### src/rtl/percept_bus_ctrl.sv
// rtl/percept_bus_ctrl.sv - round-robin serial bus master for the perceptron node link
module percept_bus_ctrl #(
  parameter int TIMEOUT = 256,
  parameter int GAP     = 4
) (
  input  logic         clk,
  input  logic         nRst,
  input  logic [3:0]   req,
  input  logic [31:0]  req_addr,
  input  logic [11:0]  req_op,
  input  logic [247:0] req_data,
  output logic [3:0]   gnt,
  output logic [3:0]   done,
  output logic [7:0]   rsp_addr,
  output logic [2:0]   rsp_op,
  output logic [61:0]  rsp_data,
  output logic         rsp_err,
  output logic         busy,
  output logic         tx,
  input  logic         rx
);

  typedef enum logic [2:0] {S_IDLE, S_SEND, S_WAIT_RSP, S_RECV, S_GAP} state_t;

  localparam int CW = 16;
  // SEND: counter 0..72 emits the 73 payload bits, 73 is the last frame bit-time
  localparam logic [CW-1:0] C_SEND_END = CW'(73);
  // RECV: counter 0..72 takes the 73 payload samples after the start bit
  localparam logic [CW-1:0] C_RECV_END = CW'(72);
  localparam logic [CW-1:0] C_TO_END   = CW'(TIMEOUT - 1);
  localparam logic [CW-1:0] C_GAP_END  = CW'(GAP);

  state_t         r_state;
  logic [1:0]     r_last;
  logic [7:0]     r_addr;
  logic [72:0]    r_shift;
  logic [CW-1:0]  r_cnt;
  logic [3:0]     r_gnt;
  logic [3:0]     r_done;
  logic [7:0]     r_rsp_addr;
  logic [2:0]     r_rsp_op;
  logic [61:0]    r_rsp_data;
  logic           r_rsp_err;
  logic           r_busy;
  logic           r_tx;

  logic [1:0]     w_win;
  logic           w_any;
  logic [72:0]    w_cap;

  assign w_any = |req;
  // Reply frame as it stands once the current rx sample is shifted in
  assign w_cap = {r_shift[71:0], rx};

  // Round-robin pick: first requester after r_last, wrapping modulo 4
  always_comb begin
    w_win = r_last;
    for (int k = 4; k >= 1; k--) begin
      if (req[r_last + 2'(k)]) w_win = r_last + 2'(k);
    end
  end

  // Transaction FSM: grant, serialise, wait for reply, capture, enforce idle gap
  always_ff @(posedge clk or posedge nRst) begin
    if (nRst) begin
      r_state    <= S_IDLE;
      r_last     <= 2'd3;
      r_addr     <= '0;
      r_shift    <= '0;
      r_cnt      <= '0;
      r_gnt      <= '0;
      r_done     <= '0;
      r_rsp_addr <= '0;
      r_rsp_op   <= '0;
      r_rsp_data <= '0;
      r_rsp_err  <= 1'b0;
      r_busy     <= 1'b0;
      r_tx       <= 1'b1;
    end else begin
      r_gnt  <= '0;
      r_done <= '0;
      case (r_state)
        S_IDLE: begin
          if (w_any) begin
            r_gnt   <= 4'b0001 << w_win;
            r_last  <= w_win;
            r_addr  <= req_addr[8*w_win +: 8];
            r_shift <= {req_addr[8*w_win +: 8], req_op[3*w_win +: 3], req_data[62*w_win +: 62]};
            r_tx    <= 1'b0;
            r_cnt   <= '0;
            r_busy  <= 1'b1;
            r_state <= S_SEND;
          end
        end
        S_SEND: begin
          if (r_cnt == C_SEND_END) begin
            r_tx    <= 1'b1;
            r_cnt   <= '0;
            r_state <= S_WAIT_RSP;
          end else begin
            r_tx    <= r_shift[72];
            r_shift <= {r_shift[71:0], 1'b0};
            r_cnt   <= r_cnt + CW'(1);
          end
        end
        S_WAIT_RSP: begin
          if (!rx) begin
            r_cnt   <= '0;
            r_state <= S_RECV;
          end else if (r_cnt == C_TO_END) begin
            r_done     <= 4'b0001 << r_last;
            r_rsp_addr <= '0;
            r_rsp_op   <= '0;
            r_rsp_data <= '0;
            r_rsp_err  <= 1'b1;
            r_cnt      <= '0;
            r_state    <= S_GAP;
          end else begin
            r_cnt <= r_cnt + CW'(1);
          end
        end
        S_RECV: begin
          r_shift <= w_cap;
          if (r_cnt == C_RECV_END) begin
            r_done     <= 4'b0001 << r_last;
            r_rsp_addr <= w_cap[72:65];
            r_rsp_op   <= w_cap[64:62];
            r_rsp_data <= w_cap[61:0];
            r_rsp_err  <= (w_cap[72:65] != r_addr);
            r_cnt      <= '0;
            r_state    <= S_GAP;
          end else begin
            r_cnt <= r_cnt + CW'(1);
          end
        end
        S_GAP: begin
          if (r_cnt == C_GAP_END) begin
            r_busy  <= 1'b0;
            r_state <= S_IDLE;
          end else begin
            r_cnt <= r_cnt + CW'(1);
          end
        end
        default: begin
          r_busy  <= 1'b0;
          r_tx    <= 1'b1;
          r_state <= S_IDLE;
        end
      endcase
    end
  end

  assign gnt      = r_gnt;
  assign done     = r_done;
  assign rsp_addr = r_rsp_addr;
  assign rsp_op   = r_rsp_op;
  assign rsp_data = r_rsp_data;
  assign rsp_err  = r_rsp_err;
  assign busy     = r_busy;
  assign tx       = r_tx;

endmodule

### config.mk
export PLATFORM = sky130hd
export DESIGN_NAME = percept_bus_ctrl
export DESIGN_NICKNAME = d
export VERILOG_FILES = /design/src/rtl/percept_bus_ctrl.sv
export SDC_FILE = /design/constraint.sdc
export NUM_CORES = 1
export LEC_CHECK = 0
export CORE_UTILIZATION = 50
export CTS_CLUSTER_DIAMETER = 120
export DETAILED_ROUTE_END_ITERATION = 10
export DONT_BUFFER_PORTS = 1
export GPL_TIMING_DRIVEN = 0
export PLACE_DENSITY = 0.77
export SLEW_MARGIN = 10
export SYNTH_ARGS = -nofsm -noshare
export SYNTH_HDL_FRONTEND = slang
export SYNTH_SLANG_ARGS = --single-unit
### constraint.sdc
create_clock -name clk -period 5.9 [get_ports clk]
set_input_delay 1.18 -clock clk [delete_from_list [all_inputs] [get_ports clk]]
set_output_delay 1.18 -clock clk [all_outputs]
set_load 0.01 [all_outputs]
==> summary.txt <==
Status
  • Status: complete, no violations

Global routing
  • Initial antenna violation count: 2
  • Vias in the first global route: 8435
  • First-pass GRT wire length: 49300 µm
  • Largest net degree at the start of global routing: 39
  • Total GRT Usage: 30.0%
  • Remaining Overflow, GRT: 0

CTS
  • Clock tree sinks: 186
  • CTS buffer count: 17
  • Clock transition at the registers of the reported paths: 70 ps
  • Cts repair resizes: 0
  • Clk_lat worst skew: 440 ps
  • CTS tree: done
  • H-tree levels: 4
  • Setup Buffers After CTS: 0
  • # hold bufs at CTS: 0
  • CTS max path bufs: 2
  • CTS Root Cell: clkbuf_16

Cells and area
  • Fin area: 11700 µm²
  • Layout area overhead: 9.18%
  • Nets: 1392
  • Layout cell share with drive strength beyond 1: 10.5%
  • Fillers: 1826

Timing
  • Skew final: 18.1 ps
  • Period utilisation layout: 64.5%
  • Fin Setup TNS: 0 ps
  • Fmax: 0.263 GHz
  • Worst Tran Pin Value: 1020 ps
  • Unrepaired setup endpoints after global routing: no
  • Final Max Tran Viols: 0
  • Final hold vios: 0
  • Slew HR: 32.1%
  • Final setup fails: 0
  • Post-route minimum period: 3810 ps

Synthesis
  • Syn Area/Cell: 10.1 µm²
  • Post-synth EDFFs: 0
  • Synthesized flop and latch total: 186
  • Ys Warns: 0
  • Yosys top cell area share: 42.7%
  • Sequential area share after synthesis: 43.4%
  • Cells after synthesis: 1062
  • Syn_nets: 1368
  • Cell area after synthesis: 10700 µm²
  • Netlist cell types: 60
  • Ys flop type: dfrtp_1
  • Synth area leaders: dfrtp_1, mux2i_1, nand2_1, a221o_1, and3_1
  • Ys async rst share: 100%
  • Synth area leader: dfrtp_1

Floorplanning
  • Die Wd: 148 µm
  • IO Count: 383
  • Core area: 21000 µm²
  • Site Rows: 53
  • Die H: 148 µm
  • Initial Utilization: 51.0%
  • Die Area: 22000 µm²

Critical path
  • Most frequent CP cell: mux2i_1
  • Critical Path Source Type: flip-flop
  • Worst path slowest cell: dfstp_2
  • Data required, critical path: 6210 ps
  • Crit-path cells: buf_2 -> inv_1 -> ha_1 -> a21oi_1 -> a32o_1 -> clkbuf_1 -> buf_6 -> buf_4 -> mux2i_1 -> mux2i_1 -> a221o_1
  • Crit Path Max Fanout: 10
  • Worst EP arrival: 4120 ps
  • Largest incremental delay on the critical path: 550 ps
  • Reg2Reg Setup Slack: 2090 ps
  • Crit Path Class: flip-flop to flip-flop
  • CP Capture Type: flip-flop

Placement
  • IO Port Bufs: 0
  • HPWL after DPL: 25200 µm
  • Area after DPL: 11200 µm²
  • Final GP Congestion: 0.940

Drt
  • Drt initial violations: 633
  • Remaining DRCs: 0
  • WL per Instance: 24.1 µm
  • Detailed Route WL: 33100 µm
  • DR vias: 8762
  • Via/cell ratio: 6.38
  • ANT nets after route: 0
  • Number of detailed-route iterations in the first pass: 7

Power and ir drop
  • Maximum vdd drop: 0.000306 V
  • LEAKAGE: 5.61 nW
  • Pwr Density: 503 nW/µm²

Flow run
  • Max-Cap Viols: 0

Worst hold path
  • Path category of the worst min-delay check: flip-flop to flip-flop
## cells in the mapped netlist (2+ instances only)
| master | n |
|---|---|
| clkbuf_1 | 40 |
| nor2_1 | 24 |
| a21o_1 | 11 |
| a211o_1 | 8 |
| nand2b_1 | 2 |
| nand3_1 | 10 |
| ha_1 | 7 |
| a311oi_2 | 8 |
| inv_1 | 20 |
| nor3_1 | 9 |
| nor4b_1 | 2 |
| and4_1 | 2 |
| o22ai_1 | 2 |
| and3_2 | 5 |
| nand4_1 | 7 |
| a211oi_1 | 17 |
| dfrtp_1 | 183 |
| o21ai_0 | 79 |
| dfstp_2 | 3 |
| a221o_1 | 64 |
| buf_6 | 9 |
| a21oi_1 | 5 |
| nor2b_1 | 4 |
| mux2_2 | 3 |
| xor2_1 | 14 |
| and3_1 | 71 |
| buf_2 | 27 |
| nand2_1 | 175 |
| nor4_4 | 2 |
| and2_1 | 5 |
| a21oi_2 | 2 |
| buf_1 | 3 |
| mux2i_1 | 196 |
| buf_4 | 10 |
| xnor2_1 | 8 |
## state kept, by name, summed over array words and instances (netlist names), 2 cells and up
| name | cells |
|---|---|
| done | 4 |
| gnt | 4 |
| r_addr | 8 |
| r_cnt | 16 |
| r_last | 2 |
| r_shift | 73 |
| r_state | 3 |
| rsp_addr | 8 |
| rsp_data | 62 |
| rsp_op | 3 |
## worst paths after layout
| path | from | to | cells after the start |
|---|---|---|---|
| max | r_last[0] | r_shift[61] | 11 |
| min | r_addr[4] | r_addr[4] | 1 |
| max reg2reg | r_last[0] | r_shift[61] | 11 |
| min reg2reg | r_addr[4] | r_addr[4] | 1 |
| max in group asynchronous | nRst | r_addr[0] | 3 |
| min in group asynchronous | nRst | rsp_data[48] | 1 |
## stage by stage
stage | util [%] | cells | setup slack [ps] | power (W) | hold slack, ps
final | 55.7 | 1374 | 2090 | 0.00589 | 502
after global routing | 55.7 | 1374 | 1990 | 0.00619 | 518
after CTS | 55.7 | 1373 | 2130 | 0.00588 | 503
after detailed placement | 53.2 | 1342 | 2140 | 0.00481 | 488
after global placement | 52.7 | 1337 | 1300 | 0.00475 | 480
after floorplan | - | 1062 | 2330 | 0.00405 | 453
## power breakdown
| group | total [W] | internal (W) | leakage [nW] | switching, W |
|---|---|---|---|---|
| clock network | 0.00107 | 0.000554 | 0.250 | 0.000519 |
| registers | 0.00181 | 0.00156 | 2.48 | 0.000249 |
| logic | 0.00301 | 0.00134 | 2.88 | 0.00167 |
| total | 0.00589 | 0.00345 | 5.61 | 0.00244 |
## cell type report
class / count / area [µm²] / area share, %
diodes: 1 / 2.50 / 0.0214
plain buffers: 89 / 473 / 4.04
clock buffers: 20 / 447 / 3.81
clock inverters: 11 / 87.6 / 0.748
inverters: 20 / 78.8 / 0.673
multi-input cells: 767 / 5520 / 47.1
flip-flops and latches: 186 / 4660 / 39.8
well taps: 275 / 344 / 2.94
repair buffers: 5 / 100 / 0.855
## cell usage in the layout, fill, tap and decap left out, types with 7 or more instances in the layout
master / synthesis / routed
nor2_1: 24 / 24
a21o_1: 11 / 11
buf_6: 9 / 9
nand3_1: 10 / 10
nor3_1: 9 / 9
a311oi_2: 8 / 8
clkbuf_16: 0 / 17
a211o_1: 8 / 8
inv_1: 20 / 19
buf_4: 10 / 10
nand2_1: 175 / 175
xnor2_1: 8 / 8
a211oi_1: 17 / 17
a221o_1: 64 / 64
ha_1: 7 / 7
mux2i_1: 196 / 196
clkbuf_1: 40 / 42
dfrtp_1: 183 / 183
nand4_1: 7 / 7
and3_1: 71 / 71
xor2_1: 14 / 14
o21ai_0: 79 / 79
buf_2: 27 / 27
## critical path, delay by kind of cell (launching register included)
kind	cells	cell delay, ps
flip-flops	1	550
multiplexers	2	660
buffers and inverters	5	1440
AO/OA/AOI/OAI	3	650
adder cells (fa/ha/maj)	1	360
## cell families (layout without fill, tap and decap cells)
logic type               Yosys count  count (layout)  share of synthesized area (%)
AO/OA/AOI/OAI                    210             210                           15.2
AND/OR/NAND/NOR                  329             329                           15.1
other                              0               1                              0
flip-flops                       186             186                           43.4
buffers and inverters            109             145                           5.11
XOR/XNOR                          22              22                           1.80
adder cells (fa/ha/maj)            7               7                          0.816
multiplexers                     199             199                           18.6
## metal layers
metal  vias to the layer above  routed length [µm]  global-route usage [%]
met3                        49                1880                    4.20
li1                       3920                   -                       -
met5                         -                   0                       0
met2                       401               16200                    49.4
met1                      4392               13900                    40.0
met4                         0                1060                    11.4
No activity file was read; power rests on OpenSTA's default activity.
